$ cat config.mk
export PLATFORM = sky130hd
export DESIGN_NAME = uart_rx
export DESIGN_NICKNAME = d
export VERILOG_FILES = /design/src/rtl/uart_rx.sv
export SDC_FILE = /design/constraint.sdc
export NUM_CORES = 1
export LEC_CHECK = 0
export ABC_AREA = 0
export CORE_UTILIZATION = 55
export DETAILED_ROUTE_END_ITERATION = 10
export GPL_ROUTABILITY_DRIVEN = 1
export HOLD_SLACK_MARGIN = 0.02
export PLACE_DENSITY = 0.77
export SKIP_LAST_GASP = 1
export SYNTH_ARGS = -nofsm -noshare
export SYNTH_HDL_FRONTEND = slang
export SYNTH_SLANG_ARGS = --single-unit
$ cat constraint.sdc
create_clock -name clk -period 1.7 [get_ports clk]
set_clock_uncertainty 0.05 [all_clocks]
set_input_delay 0.51 -clock clk [delete_from_list [all_inputs] [get_ports clk]]
set_output_delay 0.51 -clock clk [all_outputs]
set_load 0.1 [all_outputs]
$ cat src/rtl/uart_rx.sv
// UART receiver: 2-flop input synchronizer, mid-bit sampling FSM, even parity check,
// and a single-entry output register with valid/ready handshake and sticky overrun.
module uart_rx #(
    parameter int N            = 8,
    parameter int CLKS_PER_BIT = 16
) (
    input  logic         clk,
    input  logic         rst_n,
    input  logic         rx,
    input  logic         rx_ready,
    output logic [N-1:0] rx_data,
    output logic         rx_valid,
    output logic         rx_parity_err,
    output logic         rx_frame_err,
    output logic         rx_overrun
);

    localparam int CW = $clog2(CLKS_PER_BIT);
    localparam int BW = $clog2(N + 1);
    localparam logic [CW-1:0] HALF_LAST = CW'(CLKS_PER_BIT / 2 - 1);
    localparam logic [CW-1:0] FULL_LAST = CW'(CLKS_PER_BIT - 1);
    localparam logic [BW-1:0] LAST_BIT  = BW'(N - 1);

    typedef enum logic [2:0] {
        IDLE,
        START,
        DATA,
        PARITY,
        STOP,
        WAIT_HIGH
    } state_t;

    state_t        state_reg;
    logic          rx_meta_reg;
    logic          rx_s;
    logic [CW-1:0] cnt_reg;
    logic [BW-1:0] bit_reg;
    logic [N-1:0]  shift_reg;
    logic          parity_err_reg;
    logic          tick_half;
    logic          tick_full;

    assign tick_half = (cnt_reg == HALF_LAST);
    assign tick_full = (cnt_reg == FULL_LAST);

    always_ff @(posedge clk) begin
        if (!rst_n) begin
            state_reg      <= IDLE;
            rx_meta_reg    <= 1'b1;
            rx_s           <= 1'b1;
            cnt_reg        <= '0;
            bit_reg        <= '0;
            shift_reg      <= '0;
            parity_err_reg <= 1'b0;
            rx_data        <= '0;
            rx_valid       <= 1'b0;
            rx_parity_err  <= 1'b0;
            rx_frame_err   <= 1'b0;
            rx_overrun     <= 1'b0;
        end else begin
            rx_meta_reg <= rx;
            rx_s        <= rx_meta_reg;

            // A reload in STOP below overrides this drop, keeping rx_valid high.
            if (rx_valid && rx_ready) begin
                rx_valid <= 1'b0;
            end

            case (state_reg)
                IDLE: begin
                    if (!rx_s) begin
                        state_reg <= START;
                        cnt_reg   <= '0;
                    end
                end
                START: begin
                    if (tick_half) begin
                        cnt_reg   <= '0;
                        bit_reg   <= '0;
                        state_reg <= rx_s ? IDLE : DATA;
                    end else begin
                        cnt_reg <= cnt_reg + CW'(1);
                    end
                end
                DATA: begin
                    if (tick_full) begin
                        cnt_reg   <= '0;
                        shift_reg <= {rx_s, shift_reg[N-1:1]};
                        bit_reg   <= bit_reg + BW'(1);
                        if (bit_reg == LAST_BIT) begin
                            state_reg <= PARITY;
                        end
                    end else begin
                        cnt_reg <= cnt_reg + CW'(1);
                    end
                end
                PARITY: begin
                    if (tick_full) begin
                        cnt_reg        <= '0;
                        parity_err_reg <= (^shift_reg) ^ rx_s;
                        state_reg      <= STOP;
                    end else begin
                        cnt_reg <= cnt_reg + CW'(1);
                    end
                end
                STOP: begin
                    if (tick_full) begin
                        cnt_reg <= '0;
                        if (!rx_valid || rx_ready) begin
                            rx_data       <= shift_reg;
                            rx_parity_err <= parity_err_reg;
                            rx_frame_err  <= !rx_s;
                            rx_valid      <= 1'b1;
                        end else begin
                            rx_overrun <= 1'b1;
                        end
                        state_reg <= rx_s ? IDLE : WAIT_HIGH;
                    end else begin
                        cnt_reg <= cnt_reg + CW'(1);
                    end
                end
                WAIT_HIGH: begin
                    if (rx_s) begin
                        state_reg <= IDLE;
                    end
                end
                default: state_reg <= IDLE;
            endcase
        end
    end

endmodule

==> summary.md, run 1 <==
The run finished with clean final reports. Counting both buffers and inverters, the worst setup path holds a total of 0. The dominant combinational cell family by area after synthesis was simple AND/OR/NAND/NOR gates. The run gives 16 as the largest net degree at the start of global routing.

The async set-or-reset flop fraction in the synthesized netlist came out at 0. The hold violation count in the final report came out at 0. The total count of max-transition violations in the final report was 0. Clock-pin slew was measured on the worst setup and hold paths at 0.10 ns.

Counting cells, the worst reg-to-reg path comes to 5. The remaining max-slew budget at the tightest pin came out at 0.728. Setup violations remaining at the end of the flow were counted as 0. The area fraction of the dominant cell type after synthesis was 0.431; the number of sinks handled by clock tree synthesis was 34. In the post-synthesis netlist, the cell with the most instances is sky130_fd_sc_hd__dfxtp_1. The data arrival time of the critical path is 1.89 ns.

Filler cell count: 178. The kind of cell with the highest combined delay along the critical path is simple AND/OR/NAND/NOR gates. The number of antenna violations at the first check in global routing was 0. The final total power was 0.00160 W. STA classifies the critical path endpoint as a flip-flop. Counting I/O delays and the setup requirement, the final critical path takes 1.69 ns. For the number of DRC markers in iteration 0, the log shows 40. Fraction of the mapped netlist area in compound gates: 0.105. IR analysis of the VDD net gives a maximum drop of 0.761 mV. The final layout contains 207 nets. The path type of the worst setup path was reg2reg.

TritonCTS built the clock tree. Clock tree synthesis selected as its root buffer the cell sky130_fd_sc_hd__clkbuf_4. After legalization and detailed placement, the total HPWL measured 2.43 mm.

The cell with the largest stage delay on the worst path is sky130_fd_sc_hd__dfxtp_4. The logs give 1256 for the via count of the first global-routing pass and 0.593 GHz for the top achievable clock speed. 16 I/O pins were placed. In the routed design, unresolved DRC markers number 0. The floorplan step set the die width to 55.6 um.

The total area inside the core boundary comes to 2730 um^2. For this run, the detailed router's first-pass iteration total came to 4. The H-tree was split into 2 levels. The portion of netlist area occupied by mux cells came out at 0.141. Clock network latency to the later pin of the worst-skew pair: 0.32 ns. The tools report the netlist area before placement as 1580 um^2.

The routed layout has 1345 vias. The utilization of the core after routing is 0.764, and the aggregate global routing overflow is 0. The longest clock path from root to sink contains 2 buffers. The run gives 0.883 as the final weighted congestion of routability-driven global placement. The period utilization works out to 0.991. The proportion of synthesized chip area in sequential cells was 0.431; the number of standard-cell rows in the floorplan was 19.

The area fraction in and, or, nand and nor cells after synthesis is 0.221. The count of buffers inserted at the top-level ports is 15, and the count of distinct cell types in the synthesized netlist is 38. The tools report the number of nets in the synthesized netlist as 180. The number of antenna diodes in the final layout is 0. The first global-routing pass estimated 5.51 mm of wire. The area share of xor/xnor cells in the synthesized design was 0.0476. Once the clock tree was built, the setup fixing pass inserted 0 buffers. The number of synthesized register bits is 34, and the maximum fanout along the worst path is 10.

The average instance area after synthesis is 9.07 um^2. For the worst setup path, the data required time is 1.91 ns. From synthesis to final layout, the design area changed by 32.4%.

The count of nets left with antenna violations once routing finished came out at 0. The signal on the critical path passes through or3_4 -> a21oi_4 -> o211ai_2 -> or3_1 -> nand2_1. In the final timing run, aggregate negative setup slack is 0 ns.

The depth of the worst hold-timing path was 1. The biggest area contributor in the post-synthesis netlist is sky130_fd_sc_hd__dfxtp_1. The die covers 3090 um^2. The register-to-register setup slack was 0.01 ns.

After synthesis, the most frequently instantiated cells are 34 x sky130_fd_sc_hd__dfxtp_1, 29 x sky130_fd_sc_hd__nor2_1, 20 x sky130_fd_sc_hd__mux2i_1, 15 x sky130_fd_sc_hd__nand2_1. The worst setup path is launched from a flip-flop. The primary flip-flop cell chosen by synthesis mapping is sky130_fd_sc_hd__dfxtp_1. The y dimension of the die is 55.6 um, and the post-detailed-route via-to-cell ratio is 5.77. The tools report the post-synthesis cell count as 174. The Yosys warning count came out at 0. Across the run, the number of max-cap violations was 0. The largest single stage delay on the critical path is 0.40 ns. Total routing resource utilization after global routing: 0.227. The slew of the pin with the lowest slew margin was 0.403 ns. The fraction of final layout cells sized beyond drive strength 1 is 0.272, and the static leakage power is 0.855 nW. The tools report the total routed wirelength as 3.41 mm. After synthesis, the cell types taking the most area are sky130_fd_sc_hd__dfxtp_1 43%, sky130_fd_sc_hd__mux2i_1 13%, sky130_fd_sc_hd__nor2_1 6.9%. The worst min-delay path category was reg2reg. After detailed routing, the average wire length per cell comes to 14.7 um. The share of synthesized cell area in full adder, half adder and majority cells came out at 0.0159. Instance count on the critical path: 5. On the final layout, the worst hold slack is 0.373 ns.

The effective utilization at floorplan is 0.577. The power per cell area was 765 nW/um^2; the clock buffer count from CTS was 5. Count of flip-flops with a built-in enable after synthesis: 0.
[logic make-up (layout without fill, tap and decap cells)]
logic type,Yosys count,in the layout
buf+inv,11,39
simple gates,72,72
compound gates,26,26
fa+ha+maj,2,2
flops,34,34
mux,22,22
xor+xnor,7,7
[metal layers]
metal / track usage / share of wire / vias to the layer above
li1: - / - / 657
met1: 0.276 / 0.42 / 638
met2: 0.382 / 0.52 / 39
met3: 0.0609 / 0.044 / 11
met4: 0.0893 / 0.022 / 0
met5: 0 / 0 / -
[worst reg2reg max path: stages (launching register included)]
cell and delay (ns):
sky130_fd_sc_hd__dfxtp_4 0.40, sky130_fd_sc_hd__or3_4 0.39, sky130_fd_sc_hd__a21oi_4 0.17, sky130_fd_sc_hd__o211ai_2 0.15, sky130_fd_sc_hd__or3_1 0.38, sky130_fd_sc_hd__nand2_1 0.09
[worst paths after layout]
kind | to | from
max reg2reg | state_reg[1] | state_reg[2]
max | state_reg[1] | state_reg[2]
min reg2reg | rx_s | rx_meta_reg
min | rx_s | rx_meta_reg
[report_power, final]
group	switching, W	internal (W)
Combinational	0.000104	0.0000951
Sequential	0.0000221	0.000811
Clock	0.000261	0.000305
[stage by stage]
stage          setup WS [ns]  instance area, um^2  std cells
2_1_floorplan          0.113                 1580        174
3_3_place_gp          -0.146                 1950        225
3_5_place_dp          -0.233                 1950        225
4_1_cts             -0.00172                 2030        233
5_1_grt              -0.0294                 2090        233
6_report              0.0146                 2090        233
[layout make-up]
class | instances | area [um^2] | share of cell area
multi-input cells | 129 | 877 | 0.420
well taps | 31 | 38.8 | 0.0186
clock inverters | 3 | 40.0 | 0.0192
inverters | 2 | 7.51 | 0.00359
clock buffers | 5 | 37.5 | 0.0180
flip-flops and latches | 34 | 692 | 0.331
repair buffers | 29 | 395 | 0.189
[what timing repair did]
item,in CTS,in global routing
hold buffers,0,0
pin swaps,1,1
setup endpoints to repair,13,21
gates resized for setup,2,19
[placed cells by master (no fill, tap or decap), drive strengths merged]
master / n
a211oi: 3
a21o: 1
a21oi: 8
a311oi: 2
a31oi: 2
and2: 3
and3: 4
buf: 26
bufinv: 1
clkbuf: 5
clkdlybuf4s50: 3
clkinv: 2
dfxtp: 34
ha: 2
inv: 2
mux2: 2
mux2i: 20
nand2: 15
nand2b: 4
nand3: 4
nand3b: 3
nand4: 1
nor2: 29
nor2b: 1
nor3: 1
nor3b: 1
nor4b: 1
o211ai: 3
o21ai: 7
or2: 1
or3: 3
or3b: 1
xnor2: 5
xnor3: 1
xor2: 1
Note: power is estimated with default switching activity, not from simulation.
==> inputs of run 2 (changes only) <==
--- a/config.mk
+++ b/config.mk
@@ -6,11 +6,11 @@
 export NUM_CORES = 1
 export LEC_CHECK = 0
 export ABC_AREA = 0
-export CORE_UTILIZATION = 55
+export CORE_UTILIZATION = 45
 export DETAILED_ROUTE_END_ITERATION = 10
-export GPL_ROUTABILITY_DRIVEN = 1
+export GPL_ROUTABILITY_DRIVEN = 0
 export HOLD_SLACK_MARGIN = 0.02
-export PLACE_DENSITY = 0.77
+export PLACE_DENSITY = 0.65
 export SKIP_LAST_GASP = 1
 export SYNTH_ARGS = -nofsm -noshare
 export SYNTH_HDL_FRONTEND = slang
==> run 2 against run 1 <==
- count of clock-buffer cells in the layout up 2
- register-to-register slack better by 0.04 ns
- total power down 6.3%
- largest cell class unchanged
- final cell count up 8.6%
- via count down 1.3%
- global-route usage down 2.4 points
- highest routed layer unchanged
- largest power group unchanged
==> summary.md, run 2 (synthesis results as in run 1) <==
The flow ran to the end, and the final reports show no timing, DRC or antenna violations. For the final routed database, the setup TNS stands at 0 ns. In the final routed layout, each cell accounts on average for 13.1 um.

The data arrival time of the critical path was 1.88 ns; the delay contributed by the slowest stage of the critical path was 0.39 ns. The number of max-cap violations is 0, and the clock network latency to the later pin of the worst-skew pair is 0.34 ns. The logs give 1246 for the via count of the first global-routing pass and 212 for the number of nets in the final layout.

Derived from the worst setup path, the maximum achievable clock frequency is 0.609 GHz. The core region is 3340 um^2. The count of buffers inserted at the top-level ports came out at 15.

Setup repair after global routing left no endpoint under its margin. The run gives 0 as the hold violation count in the final report. The y dimension of the die is 61.2 um, and the die width is 61.2 um. The top cell types in the final layout, fill and taps aside, are 29 x sky130_fd_sc_hd__nor2_1, 29 x sky130_fd_sc_hd__dfxtp_1, 20 x sky130_fd_sc_hd__mux2i_1, 17 x sky130_fd_sc_hd__buf_4. For the number of diodes, the log shows 0. For this design the ratio of total power to cell area is 707 nW/um^2. The worst path in the final design needs a cycle of 1.64 ns, including I/O delays and setup. The first detailed-routing pass took 4 iterations. For the pin with the worst max-slew slack, the measured transition is 0.398 ns. Die area: 3750 um^2.

The effective utilization at floorplan is 0.473, and the largest net degree at the start of global routing is 14. The critical path goes through or3_4 -> a21oi_4 -> o211ai_2 -> or3_1 -> nand2_1. The first global-routing pass estimated 5.52 mm of wire.

Once detail routing completed, the nets flagged for antenna violations numbered 0. For the total count of max-transition violations in the final report, the log shows 0. Worst supply voltage drop on vdd: 0.455 mV. The worst register-to-register path has a depth of 5. The maximum fanout along the worst path was 9; the placed wire-length estimate after detailed placement was 2.39 mm. The clock passes through at most 2 buffers. Setup violations remaining at the end of the flow were counted as 0. The static leakage power came out at 0.873 nW.

The H-tree was split into 2 levels. The count of boundary I/O pins was 16. The clock-pin slew on the worst setup and hold paths works out to 0.11 ns. Clock tree synthesis found a total of 34 sinks.

Relative to the synthesized area, the layout overhead comes to 34.2%. The clock buffer count from CTS is 5, and the required time of the critical path is 1.94 ns. Remaining max-slew budget at the tightest pin: 0.732. In this run the number of cells on the critical path is 5. The run gives 0 as the number of antenna violations at the first check in global routing.

The worst setup path is launched from a flip-flop. STA classifies the critical path endpoint as a flip-flop. TritonCTS built the clock tree. The number of buffers and inverters on the critical path is 0. Minimum setup slack after placement: -0.182 ns. The period utilization was 0.967; the number of standard-cell rows in the floorplan was 21. The cell family with the largest share of critical-path delay is simple AND/OR/NAND/NOR gates.

CTS placed an instance of sky130_fd_sc_hd__clkbuf_4 at the clock tree root. The path type of the worst setup path was reg2reg. The min-delay analysis places its worst path in the category reg2reg. After the first detailed-routing iteration, the DRC count stood at 65. Cell with the largest stage delay on the worst path: sky130_fd_sc_hd__dfxtp_4.

In the routed layout, each cell is associated on average with a via count of 5.25. The fraction of final layout cells sized beyond drive strength 1 works out to 0.266. Setup slack closes at 0.0567 ns.

The number of remaining DRC errors is 0, and the total routed wirelength is 3.31 mm. For this run the aggregate overflow at the end of global routing stands at 0. The logs give 0.203 for the total routing resource utilization after global routing and 1328 for the routed via count. The depth of the worst hold-timing path came out at 1.
==> run 2: cell types whose count changed in the layout (fill, tap and decap cells not counted), moves of 2 or more <==
cell | before | now
sky130_fd_sc_hd__buf_6 | 2 | 0
sky130_fd_sc_hd__dfxtp_2 | 6 | 4
sky130_fd_sc_hd__dfxtp_1 | 27 | 29
sky130_fd_sc_hd__o21ai_0 | 5 | 7
sky130_fd_sc_hd__o21ai_1 | 2 | 0
sky130_fd_sc_hd__buf_4 | 11 | 17
==> run 2: layer usage <==
metal / up-vias / global-route usage / share of wire
li1: 672 / - / -
met1: 621 / 0.256 / 0.46
met2: 30 / 0.326 / 0.49
met3: 5 / 0.0567 / 0.036
met4: 0 / 0.0844 / 0.011
met5: - / 0 / 0
==> run 2: stage by stage <==
step / hold WS [ns] / util / total power [W] / cell area (um^2) / cells
detailed placement: 0.346 / 0.604 / 0.00103 / 2020 / 244
finish: 0.370 / 0.634 / 0.00150 / 2120 / 253
global placement: 0.341 / 0.604 / 0.00102 / 2020 / 244
CTS: 0.375 / 0.623 / 0.00150 / 2080 / 252
global route: 0.384 / 0.634 / 0.00158 / 2120 / 253
floorplan: 0.336 / - / 0.000972 / 1580 / 174
==> run 2: worst paths after layout <==
check	endpoint	from	slack [ns]
max	state_reg[1]	state_reg[2]	0.06
min	rx_s	rx_meta_reg	0.37
max reg2reg	state_reg[1]	state_reg[2]	0.06
min reg2reg	rx_s	rx_meta_reg	0.37
==> run 2: worst reg2reg max path: stages (launching register included) <==
cell	delay (ns)
sky130_fd_sc_hd__dfxtp_4	0.39
sky130_fd_sc_hd__or3_4	0.39
sky130_fd_sc_hd__a21oi_4	0.17
sky130_fd_sc_hd__o211ai_2	0.15
sky130_fd_sc_hd__or3_1	0.37
sky130_fd_sc_hd__nand2_1	0.06
==> run 2: final cells by class <==
type                       instances  area, um^2
clock inverter                     1        5.00
inverter                           2        7.51
fill                             294        1220
sequential                        34         689
tap                               46        57.6
multi-input combinational        129         865
timing repair buffer              34         438
clock buffer                       7        55.1
==> run 2: power breakdown <==
group | internal (W) | switching, W
sequential | 0.000811 | 0.0000200
combinational | 0.0000960 | 0.0000963
clock | 0.000200 | 0.000274
==> run 2: timing repair <==
item / CTS / global route
gates resized for setup: 2 / 10
hold buffers: 0 / 0
endpoints found under the setup margin: 2 / 19
buffers inserted: 0 / 1
hold endpoints to repair: 0 / 0
